## src/rtl/wb_pkg.sv

```systemverilog
// wb_pkg: shared definitions for the ALU write-back stage.
//   wb_state_t   : write-back FSM state (IDLE, HOLD, COMMIT), 2-bit encoding
//   SEL_0..SEL_5 : legal 3-bit op-select codes from the 6:1 result mux
//   sel_illegal  : true for select codes 110 and 111
//   sel_arith    : true for the arithmetic selects (000, 001) that drive carry
package wb_pkg;

  typedef enum logic [1:0] {
    ST_IDLE   = 2'd0,
    ST_HOLD   = 2'd1,
    ST_COMMIT = 2'd2
  } wb_state_t;

  localparam logic [2:0] SEL_0 = 3'd0;
  localparam logic [2:0] SEL_1 = 3'd1;
  localparam logic [2:0] SEL_2 = 3'd2;
  localparam logic [2:0] SEL_3 = 3'd3;
  localparam logic [2:0] SEL_4 = 3'd4;
  localparam logic [2:0] SEL_5 = 3'd5;

  function automatic logic sel_illegal(input logic [2:0] sel);
    return (sel > SEL_5);
  endfunction

  function automatic logic sel_arith(input logic [2:0] sel);
    return (sel == SEL_0) || (sel == SEL_1);
  endfunction

endpackage

```

## src/rtl/wb_regfile.sv

```systemverilog
// wb_regfile: architectural register array, one write port, two
// combinational read ports. All entries clear on asynchronous reset.
//   clk, rst_n     : clock, async active-low reset
//   we, wa, wd     : write enable / address / data (written on rising edge)
//   ra_a, ra_b     : read addresses
//   rd_a, rd_b     : read data (old value during a same-cycle write)
module wb_regfile #(
  parameter int DATA_W   = 8,
  parameter int NUM_REGS = 4,
  parameter int REG_AW   = 2
) (
  input  logic              clk,
  input  logic              rst_n,
  input  logic              we,
  input  logic [REG_AW-1:0] wa,
  input  logic [DATA_W-1:0] wd,
  input  logic [REG_AW-1:0] ra_a,
  input  logic [REG_AW-1:0] ra_b,
  output logic [DATA_W-1:0] rd_a,
  output logic [DATA_W-1:0] rd_b
);

  logic [DATA_W-1:0] mem [NUM_REGS];

  always_ff @(posedge clk or negedge rst_n) begin
    if (!rst_n) begin
      for (int i = 0; i < NUM_REGS; i++) mem[i] <= '0;
    end else if (we) begin
      mem[wa] <= wd;
    end
  end

  assign rd_a = mem[ra_a];
  assign rd_b = mem[ra_b];

endmodule

```

## src/rtl/alu_writeback.sv

```systemverilog
// alu_writeback: accepts one ALU result at a time, holds it for a cycle,
// then commits it to the register file and updates the Z/N/C flags.
// Optional macro WB_BYPASS_EN forwards the held result to the read ports
// while it is in flight (HOLD or COMMIT).
//
// Handshake: a result transfers on a rising edge where res_valid && res_ready.
// res_ready is high only in IDLE; upstream keeps res_data/res_sel/res_carry/
// res_dst stable until it sees the transfer. res_valid outside IDLE is ignored.
//
// Ports:
//   clk, rst_n                 : clock, async active-low reset
//   res_valid/res_ready        : result handshake
//   res_data/sel/carry/dst     : result payload
//   rd_addr_a/b, rd_data_a/b   : combinational operand reads
//   flag_z, flag_n, flag_c     : status flags
//   err, err_clr               : sticky illegal-select flag and its clear
//   wb_busy                    : FSM not in IDLE
//   dbg_state                  : current FSM state
module alu_writeback
  import wb_pkg::*;
#(
  parameter  int DATA_W   = 8,
  parameter  int NUM_REGS = 4,
  localparam int REG_AW   = (NUM_REGS > 1) ? $clog2(NUM_REGS) : 1
) (
  input  logic              clk,
  input  logic              rst_n,
  input  logic              res_valid,
  output logic              res_ready,
  input  logic [DATA_W-1:0] res_data,
  input  logic [2:0]        res_sel,
  input  logic              res_carry,
  input  logic [REG_AW-1:0] res_dst,
  input  logic [REG_AW-1:0] rd_addr_a,
  input  logic [REG_AW-1:0] rd_addr_b,
  output logic [DATA_W-1:0] rd_data_a,
  output logic [DATA_W-1:0] rd_data_b,
  output logic              flag_z,
  output logic              flag_n,
  output logic              flag_c,
  output logic              err,
  input  logic              err_clr,
  output logic              wb_busy,
  output wb_state_t         dbg_state
);

  wb_state_t         state;
  logic [DATA_W-1:0] hold_data;
  logic [2:0]        hold_sel;
  logic              hold_carry;
  logic [REG_AW-1:0] hold_dst;

  logic              hold_bad;
  logic              commit_we;
  logic [DATA_W-1:0] rf_a;
  logic [DATA_W-1:0] rf_b;

  assign hold_bad  = sel_illegal(hold_sel);
  assign commit_we = (state == ST_COMMIT) && !hold_bad;

  always_ff @(posedge clk or negedge rst_n) begin
    if (!rst_n) begin
      state      <= ST_IDLE;
      hold_data  <= '0;
      hold_sel   <= '0;
      hold_carry <= 1'b0;
      hold_dst   <= '0;
      flag_z     <= 1'b1;
      flag_n     <= 1'b0;
      flag_c     <= 1'b0;
    end else begin
      case (state)
        ST_IDLE: begin
          if (res_valid) begin
            hold_data  <= res_data;
            hold_sel   <= res_sel;
            hold_carry <= res_carry;
            hold_dst   <= res_dst;
            state      <= ST_HOLD;
          end
        end
        ST_HOLD: state <= ST_COMMIT;
        ST_COMMIT: begin
          state <= ST_IDLE;
          if (!hold_bad) begin
            flag_z <= (hold_data == '0);
            flag_n <= hold_data[DATA_W-1];
            if (sel_arith(hold_sel)) flag_c <= hold_carry;
          end
        end
        default: state <= ST_IDLE;
      endcase
    end
  end

  // Setting the error on an illegal commit takes priority over err_clr.
  always_ff @(posedge clk or negedge rst_n) begin
    if (!rst_n) begin
      err <= 1'b0;
    end else if ((state == ST_COMMIT) && hold_bad) begin
      err <= 1'b1;
    end else if (err_clr) begin
      err <= 1'b0;
    end
  end

  assign res_ready = (state == ST_IDLE);
  assign wb_busy   = (state != ST_IDLE);
  assign dbg_state = state;

  wb_regfile #(
    .DATA_W   (DATA_W),
    .NUM_REGS (NUM_REGS),
    .REG_AW   (REG_AW)
  ) u_regfile (
    .clk   (clk),
    .rst_n (rst_n),
    .we    (commit_we),
    .wa    (hold_dst),
    .wd    (hold_data),
    .ra_a  (rd_addr_a),
    .ra_b  (rd_addr_b),
    .rd_a  (rf_a),
    .rd_b  (rf_b)
  );

`ifdef WB_BYPASS_EN
  logic fwd;
  assign fwd       = wb_busy && !hold_bad;
  assign rd_data_a = (fwd && (rd_addr_a == hold_dst)) ? hold_data : rf_a;
  assign rd_data_b = (fwd && (rd_addr_b == hold_dst)) ? hold_data : rf_b;
`else
  assign rd_data_a = rf_a;
  assign rd_data_b = rf_b;
`endif

endmodule
```

## config.mk

```make
export PLATFORM = sky130hd
export DESIGN_NAME = alu_writeback
export DESIGN_NICKNAME = d
export VERILOG_FILES = /design/src/rtl/wb_pkg.sv /design/src/rtl/wb_regfile.sv /design/src/rtl/alu_writeback.sv
export SDC_FILE = /design/constraint.sdc
export NUM_CORES = 1
export LEC_CHECK = 0
export ABC_AREA = 0
export CAP_MARGIN = 20
export CORE_UTILIZATION = 50
export DETAILED_ROUTE_END_ITERATION = 10
export PLACE_DENSITY = 0.88
export SYNTH_ARGS = -nofsm -noshare
export SYNTH_HDL_FRONTEND = slang
export SYNTH_SLANG_ARGS = --single-unit
```

## constraint.sdc

```tcl
create_clock -name clk -period 2.4 [get_ports clk]
set_input_delay 0.36 -clock clk [delete_from_list [all_inputs] [get_ports clk]]
set_output_delay 0.36 -clock clk [all_outputs]
set_load 0.02 [all_outputs]
```

==> summary.txt, run 1 <==
Timing
  • Final hold vios: 0
  • Worst-Margin Slew: 393.2 ps
  • Final Max Slew Viols: 0
  • Fmax: 445.6 MHz
  • Final Skew: 10.62 ps
  • RSZ-0062 raised after global routing: false
  • Hold Slack: 22.95 ps
  • Rel. slew slack: 73.67%
  • Setup violators final: 0
  • Minimum clock period: 2244 ps
  • Period utilization: 93.50%

CTS
  • CTS tree: built
  • Clk buf depth: 2
  • CTS H-Tree Depth: 2
  • Post-CTS Hold Buffers: 0
  • Clk_lat worst skew: 310 ps
  • CTS buffer count: 5
  • Clk root buf: clkbuf_8
  • Clock Pin Slew Worst Setup and Hold Paths: 90 ps
  • # clock sinks: 51

Worst setup path
  • CP startpoint kind: primary input
  • Worst reg2reg setup slack: 750 ps
  • Crit end category: output port
  • Critical Path AT: 1880 ps
  • CP required: 2040 ps
  • CP max FO: 8
  • Setup CP Type: primary input to output port

Placed design
  • Port buffer count: 44
  • Placed inst area: 2963 um^2
  • Placer Congestion: 0.8093
  • Post-DP HPWL: 3465 um

Finish
  • Area growth syn-to-layout: 26.34%
  • Final nets: 214
  • Final instance area: 3060 um^2
  • Antenna diode count: 0
  • Leading cell type in the layout, fill and taps excluded: dfrtp_1
  • Util after Layout: 67.94%
  • Share of cells above drive strength 1: 44.56%
  • Most frequent cells in the layout: 50 x dfrtp_1, 38 x mux2_2, 27 x clkdlybuf4s50_1, 16 x mux4_2, 16 x dlygate4sd2_1

Yosys
  • Synthesized net count: 164
  • Post-Syn Area per Cell: 17.06 um^2
  • Mapped Area: 2422 um^2
  • Ys Warns: 0
  • Register area share after synthesis: 52.74%
  • FF+latch count, synth: 51
  • Post-Synthesis Cells: 142
  • Netlist cell types: 25

Power and ir drop
  • Comb power frac: 37.5%
  • Proportion of power drawn by the clock network: 18.1%
  • Lkg Pwr: 1.340 nW
  • Total chip power: 3.409 mW
  • Net Sw Frac: 32.36%
  • Maximum vdd drop: 515.6 uV
  • PwrDens: 1114 nW/um^2
  • Flop pwr share: 44.3%
  • Switch Pwr: 1.103 mW
  • Total internal power: 2.306 mW

Min path
  • Hold crit path type: primary input to async pin

Flow run
  • Max-Cap Viols: 0

GRT
  • Pin count of the biggest net entering global routing: 52
  • Initial antenna violation count: 0
  • First-pass GRT wire length: 8121 um
  • Grt ovf: 0
  • Gr usage total: 21.94%
  • Vias in the first global route: 1,584

Run status
  • Status: completed

Routing
  • WL/cell: 20.40 um
  • DR iter-0 viols: 126
  • Vias post-DR: 1,453
  • ANT nets after route: 0
  • WL final: 4999 um
  • DRC errors left: 0
  • Vias per cell: 5.931
  • First-pass DRT Iterations: 6

Floorplan
  • DIE AREA: 5127 um^2
  • Die Width: 71.61 um
  • Std cell rows: 24
  • Core Footprint: 4504 um^2
  • DIE HEIGHT: 71.61 um
  • Initial Util: 53.78%
  • IO Count: 46
[logic make-up (layout without fill, tap and decap cells)]
kind of cell,count (synthesis),in the layout,synth area share (%)
flops,51,51,52.74
mux,63,63,37.97
simple gates,16,16,5.734
compound gates,2,2,0.6717
buf+inv,10,61,2.893
[critical path, stage by stage]
cell and delay, ps:
clkdlybuf4s50_1 520, buf_12 160, mux4_2 510, dlygate4sd2_1 340
[synth_stat cells]
cell type	count	area share, %
a21bo_2	1	0.41
and2_1	1	0.26
and4_4	1	0.46
buf_1	2	0.31
buf_2	2	0.41
buf_6	4	1.9
dfrtp_1	50	52
dfstp_2	1	1.1
inv_1	2	0.31
mux2_1	1	0.46
mux2_2	38	18
mux2_4	8	5.0
mux4_2	16	15
nand2_1	1	0.15
nand2_2	1	0.26
nand3_2	1	0.41
nand4_1	1	0.26
nand4b_4	2	2.0
nor2_1	2	0.31
nor2b_1	1	0.26
nor2b_2	1	0.36
nor3_1	1	0.21
nor4_1	2	0.52
o22ai_1	1	0.26
or2b_1	1	0.31
[through the flow]
step / TNS (ps) / instances / worst slack, ps
CTS: 0 / 245 / 143.7
global placement: -578.1 / 237 / -51.47
global route: 0 / 245 / 119.4
floorplan: 0 / 142 / 675.7
detailed placement: -797.0 / 237 / -70.22
finish: 0 / 245 / 156.0
[per-layer routing]
| metal | routed length (um) | part of all wire [%] | global-route usage, % |
|---|---|---|---|
| met1 | 2097 | 42 | 28.43 |
| met4 | 91 | 1.8 | 8.932 |
| met2 | 2538 | 51 | 35.85 |
| met5 | 0 | 0 | 0 |
| met3 | 272 | 5.4 | 5.345 |
[flip-flops by register name, indices dropped and copies added (netlist names), 2 cells and up]
name,cells
u_regfile.mem,32
hold_data,8
dbg_state,2
hold_dst,2
hold_sel,2
[final timing paths]
kind | from | endpoint | cells past startpoint
worst max-delay path | rd_addr_b[0] | rd_data_b[3] | 4
worst min-delay path | rst_n | hold_data[6] | 2
worst max register to register | dbg_state[1] | u_regfile.mem[3] | 3
worst min register to register | dbg_state[1] | dbg_state[1] | 1
max in group asynchronous | rst_n | flag_z | 2
min in group clk | dbg_state[1] | dbg_state[1] | 1
[final cells by class]
cell class                 instances  area [um^2]
timing repair buffer              51        518.0
tap                               52        65.06
sequential                        51         1277
clock inverter                     2        35.03
fill                             308         1444
inverter                           2        7.507
clock buffer                       6        82.58
multi-input combinational         81         1075
[timing repair]
| item | 4_1_cts | 5_1_grt |
|---|---|---|
| buffers inserted | 0 | 0 |
| gates resized for setup | 16 | 0 |
| endpoints found under the setup margin | 16 | 0 |
[power by group through the flow]
stage	sequential [mW]	clock, mW	combinational, mW
detailed placement	1.52	0	1.40
CTS	1.51	0.632	1.30
floorplan	1.44	0	0.901
finish	1.51	0.619	1.28
global placement	1.46	0	1.36
global route	1.55	0.665	1.36
Power figures use the tool's default switching activity.
==> run 2: changes to the inputs <==
PLACE_DENSITY = 0.83   (was 0.88)
==> run 2 against run 1 <==
Effect of this change:
- fmax decreased by 0.19%
- critical path depth unchanged
- cell count unchanged
- first-iteration DRC count decreased by 37%
- critical path type unchanged
- largest cell class unchanged
==> summary.txt, run 2 (synthesis gave the netlist of run 1 again) <==
Run status
  • Status: completed

Worst setup path
  • CP max FO: 8 (unchanged)
  • CP Depth: 4 (unchanged)
  • Critical Path Max Stage Delay: 520 ps (about the same)
  • R2r startpoint: dbg_state[1]
  • CP bufs+invs: 3 (unchanged)
  • Reg2Reg Depth: 4 (+1)
  • Setup CP Type: primary input to output port
  • Crit end category: output port
  • Crit path cell chain: clkdlybuf4s50_1, buf_12, mux4_2, dlygate4sd2_1
  • CP startpoint kind: primary input
  • Reg2reg end: hold_data[2]
  • Worst reg2reg setup slack: 720 ps (-30 ps)
  • Critical Path AT: 1890 ps (about the same)
  • CP required: 2040 ps (about the same)
  • Slowest CP cell: clkdlybuf4s50_1
  • Delay-heaviest family, CP: buffers and inverters

Routing
  • DRC errors left: 0 (unchanged)
  • First-pass DRT Iterations: 4 (-2)
  • Vias post-DR: 1,435 (-1.2%)
  • Vias per cell: 5.857 (-1.2%)
  • DR iter-0 viols: 79 (-37%)
  • WL final: 4690 um (-6.2%)
  • WL/cell: 19.14 um (-6.2%)
  • ANT nets after route: 0 (unchanged)

Finish
  • Final instance area: 3044 um^2 (-0.53%)
  • Largest registers: u_regfile.mem x32, hold_data x8
  • Most frequent cells in the layout: 50 x dfrtp_1, 38 x mux2_2, 27 x clkdlybuf4s50_1, 16 x mux4_2, 16 x dlygate4sd2_1
  • Area growth syn-to-layout: 25.67%
  • Layout Cells excl Fill: 245 (unchanged)
  • Leading cell type in the layout, fill and taps excluded: dfrtp_1
  • Most flop-heavy register: u_regfile.mem
  • Number of flip-flops in the largest register: 32 (unchanged)
  • Antenna diode count: 0 (unchanged)
  • Final nets: 214 (unchanged)
  • Share of cells above drive strength 1: 44.04% (-0.52 points)

Timing
  • Final Skew: 11.39 ps (+0.7633 ps)
  • Worst-Margin Slew: 469.8 ps (+76.55 ps)
  • Sum Neg Setup Slack: 0 ps (unchanged)
  • Final hold vios: 0 (unchanged)
  • Fmax: 444.8 MHz (-0.19%)
  • Final Max Slew Viols: 0 (unchanged)
  • RSZ-0062 raised after global routing: false
  • Setup violators final: 0 (unchanged)
  • Period utilization: 93.68% (+0.18 points)
  • Minimum clock period: 2248 ps (+4.247 ps)
  • Final worst setup slack: 151.8 ps (-4.247 ps)
  • Hold Slack: 513.8 ps (+490.9 ps)
  • Rel. slew slack: 68.68% (-5.0 points)

Floorplan
  • Std cell rows: 24 (unchanged)
  • Initial Util: 53.78% (unchanged)
  • Core Footprint: 4504 um^2 (unchanged)
  • DIE AREA: 5127 um^2 (unchanged)
  • Die Width: 71.61 um (unchanged)
  • DIE HEIGHT: 71.61 um (unchanged)
  • IO Count: 46 (unchanged)

CTS
  • # clock sinks: 51 (unchanged)
  • CTS tree: built
  • Clk buf depth: 2 (unchanged)
  • CTS buffer count: 5 (unchanged)
  • Clk_lat worst skew: 310 ps (about the same)
  • Clock Pin Slew Worst Setup and Hold Paths: 90 ps (about the same)
  • Setup Buffers After CTS: 0 (unchanged)
  • Clk root buf: clkbuf_8
  • CTS H-Tree Depth: 2 (unchanged)

Flow run
  • Max-Cap Viols: 0 (unchanged)

Power and ir drop
  • PwrDens: 1080 nW/um^2 (-3.1%)
  • Maximum vdd drop: 637.0 uV (+24%)
  • Lkg Pwr: 1.326 nW (-1.1%)

Placed design
  • Post-placement cell count: 236 (-0.42%)
  • Placement Setup Slack: -73.15 ps (-2.934 ps)
  • Post-DP HPWL: 3301 um (-4.7%)
  • Placer Congestion: 0.8014 (-0.98%)
  • Placed inst area: 2955 um^2 (-0.25%)
  • Port buffer count: 44 (unchanged)

GRT
  • Grt ovf: 0 (unchanged)
  • Vias in the first global route: 1,497 (-5.5%)
  • Pin count of the biggest net entering global routing: 32 (-38%)
  • First-pass GRT wire length: 7728 um (-4.8%)
  • Gr usage total: 20.55% (-1.4 points)
  • Initial antenna violation count: 0 (unchanged)

Min path
  • Hold crit path type: register to register
  • Cell depth of the worst hold path: 1
  • Hold Path Origin: flag_c
  • Worst hold endpoint: flag_c
## run 2: cell types whose count changed in the layout (fill, tap and decap cells not counted), sizes merged
cell,change
buf,-1
bufinv,-1
clkinvlp,+1
dlygate4sd3,+1
## run 2: power breakdown
| group | total (mW) | internal [mW] | leakage (nW) | switching (mW) |
|---|---|---|---|---|
| Combinational | 1.28 | 0.764 | 0.660 | 0.513 |
| Clock | 0.524 | 0.236 | 0.0474 | 0.288 |
| Sequential | 1.49 | 1.20 | 0.618 | 0.282 |
| Total | 3.29 | 2.20 | 1.33 | 1.08 |
## run 2: how the worst max path moves through the flow
| stage | start | endpoint | slack (ps) |
|---|---|---|---|
| floorplan | dbg_state[1] | hold_data[0] | 680 |
| global placement | rd_addr_a[0] | rd_data_a[3] | -60 |
| detailed placement | rd_addr_a[0] | rd_data_a[3] | -70 |
| CTS | rd_addr_a[0] | rd_data_a[3] | 140 |
| global route | rd_addr_a[0] | rd_data_a[3] | 100 |
| finish | rd_addr_a[0] | rd_data_a[3] | 150 |
## run 2: worst reg2reg max path: stages (launching register included)
cell	delay [ps]
dfrtp_1	430
nor2_1	190
and2_1	350
buf_4	260
mux2_2	350
## run 2: area by class of cell
class	count	area, um^2
repair buffers	51	520.5
clock inverters	2	16.27
fillers	316	1460
well taps	52	65.06
flip-flops and latches	51	1277
inverters	2	7.507
clock buffers	6	82.58
multi-input cells	81	1075
## run 2: metrics by stage
step | util, % | total power, mW
6_report | 67.58 | 3.287
5_1_grt | 67.58 | 3.464
4_1_cts | 67.58 | 3.320
3_5_place_dp | 65.61 | 2.902
3_3_place_gp | 65.61 | 2.819
2_1_floorplan | - | 2.339
## run 2: routing by layer
| metal | up-vias | track usage (%) | routed length [um] |
|---|---|---|---|
| met5 | - | 0 | 0 |
| met4 | 0 | 8.932 | 87 |
| met3 | 9 | 3.797 | 218 |
| met2 | 40 | 32.08 | 2245 |
| met1 | 744 | 28.56 | 2138 |
| li1 | 642 | - | - |
## run 2: what timing repair did
item / CTS / global route
hold buffers: 1 / 0
endpoints found under the hold margin: 10 / 0
setup endpoints to repair: 16 / 0
resized for setup: 16 / 0
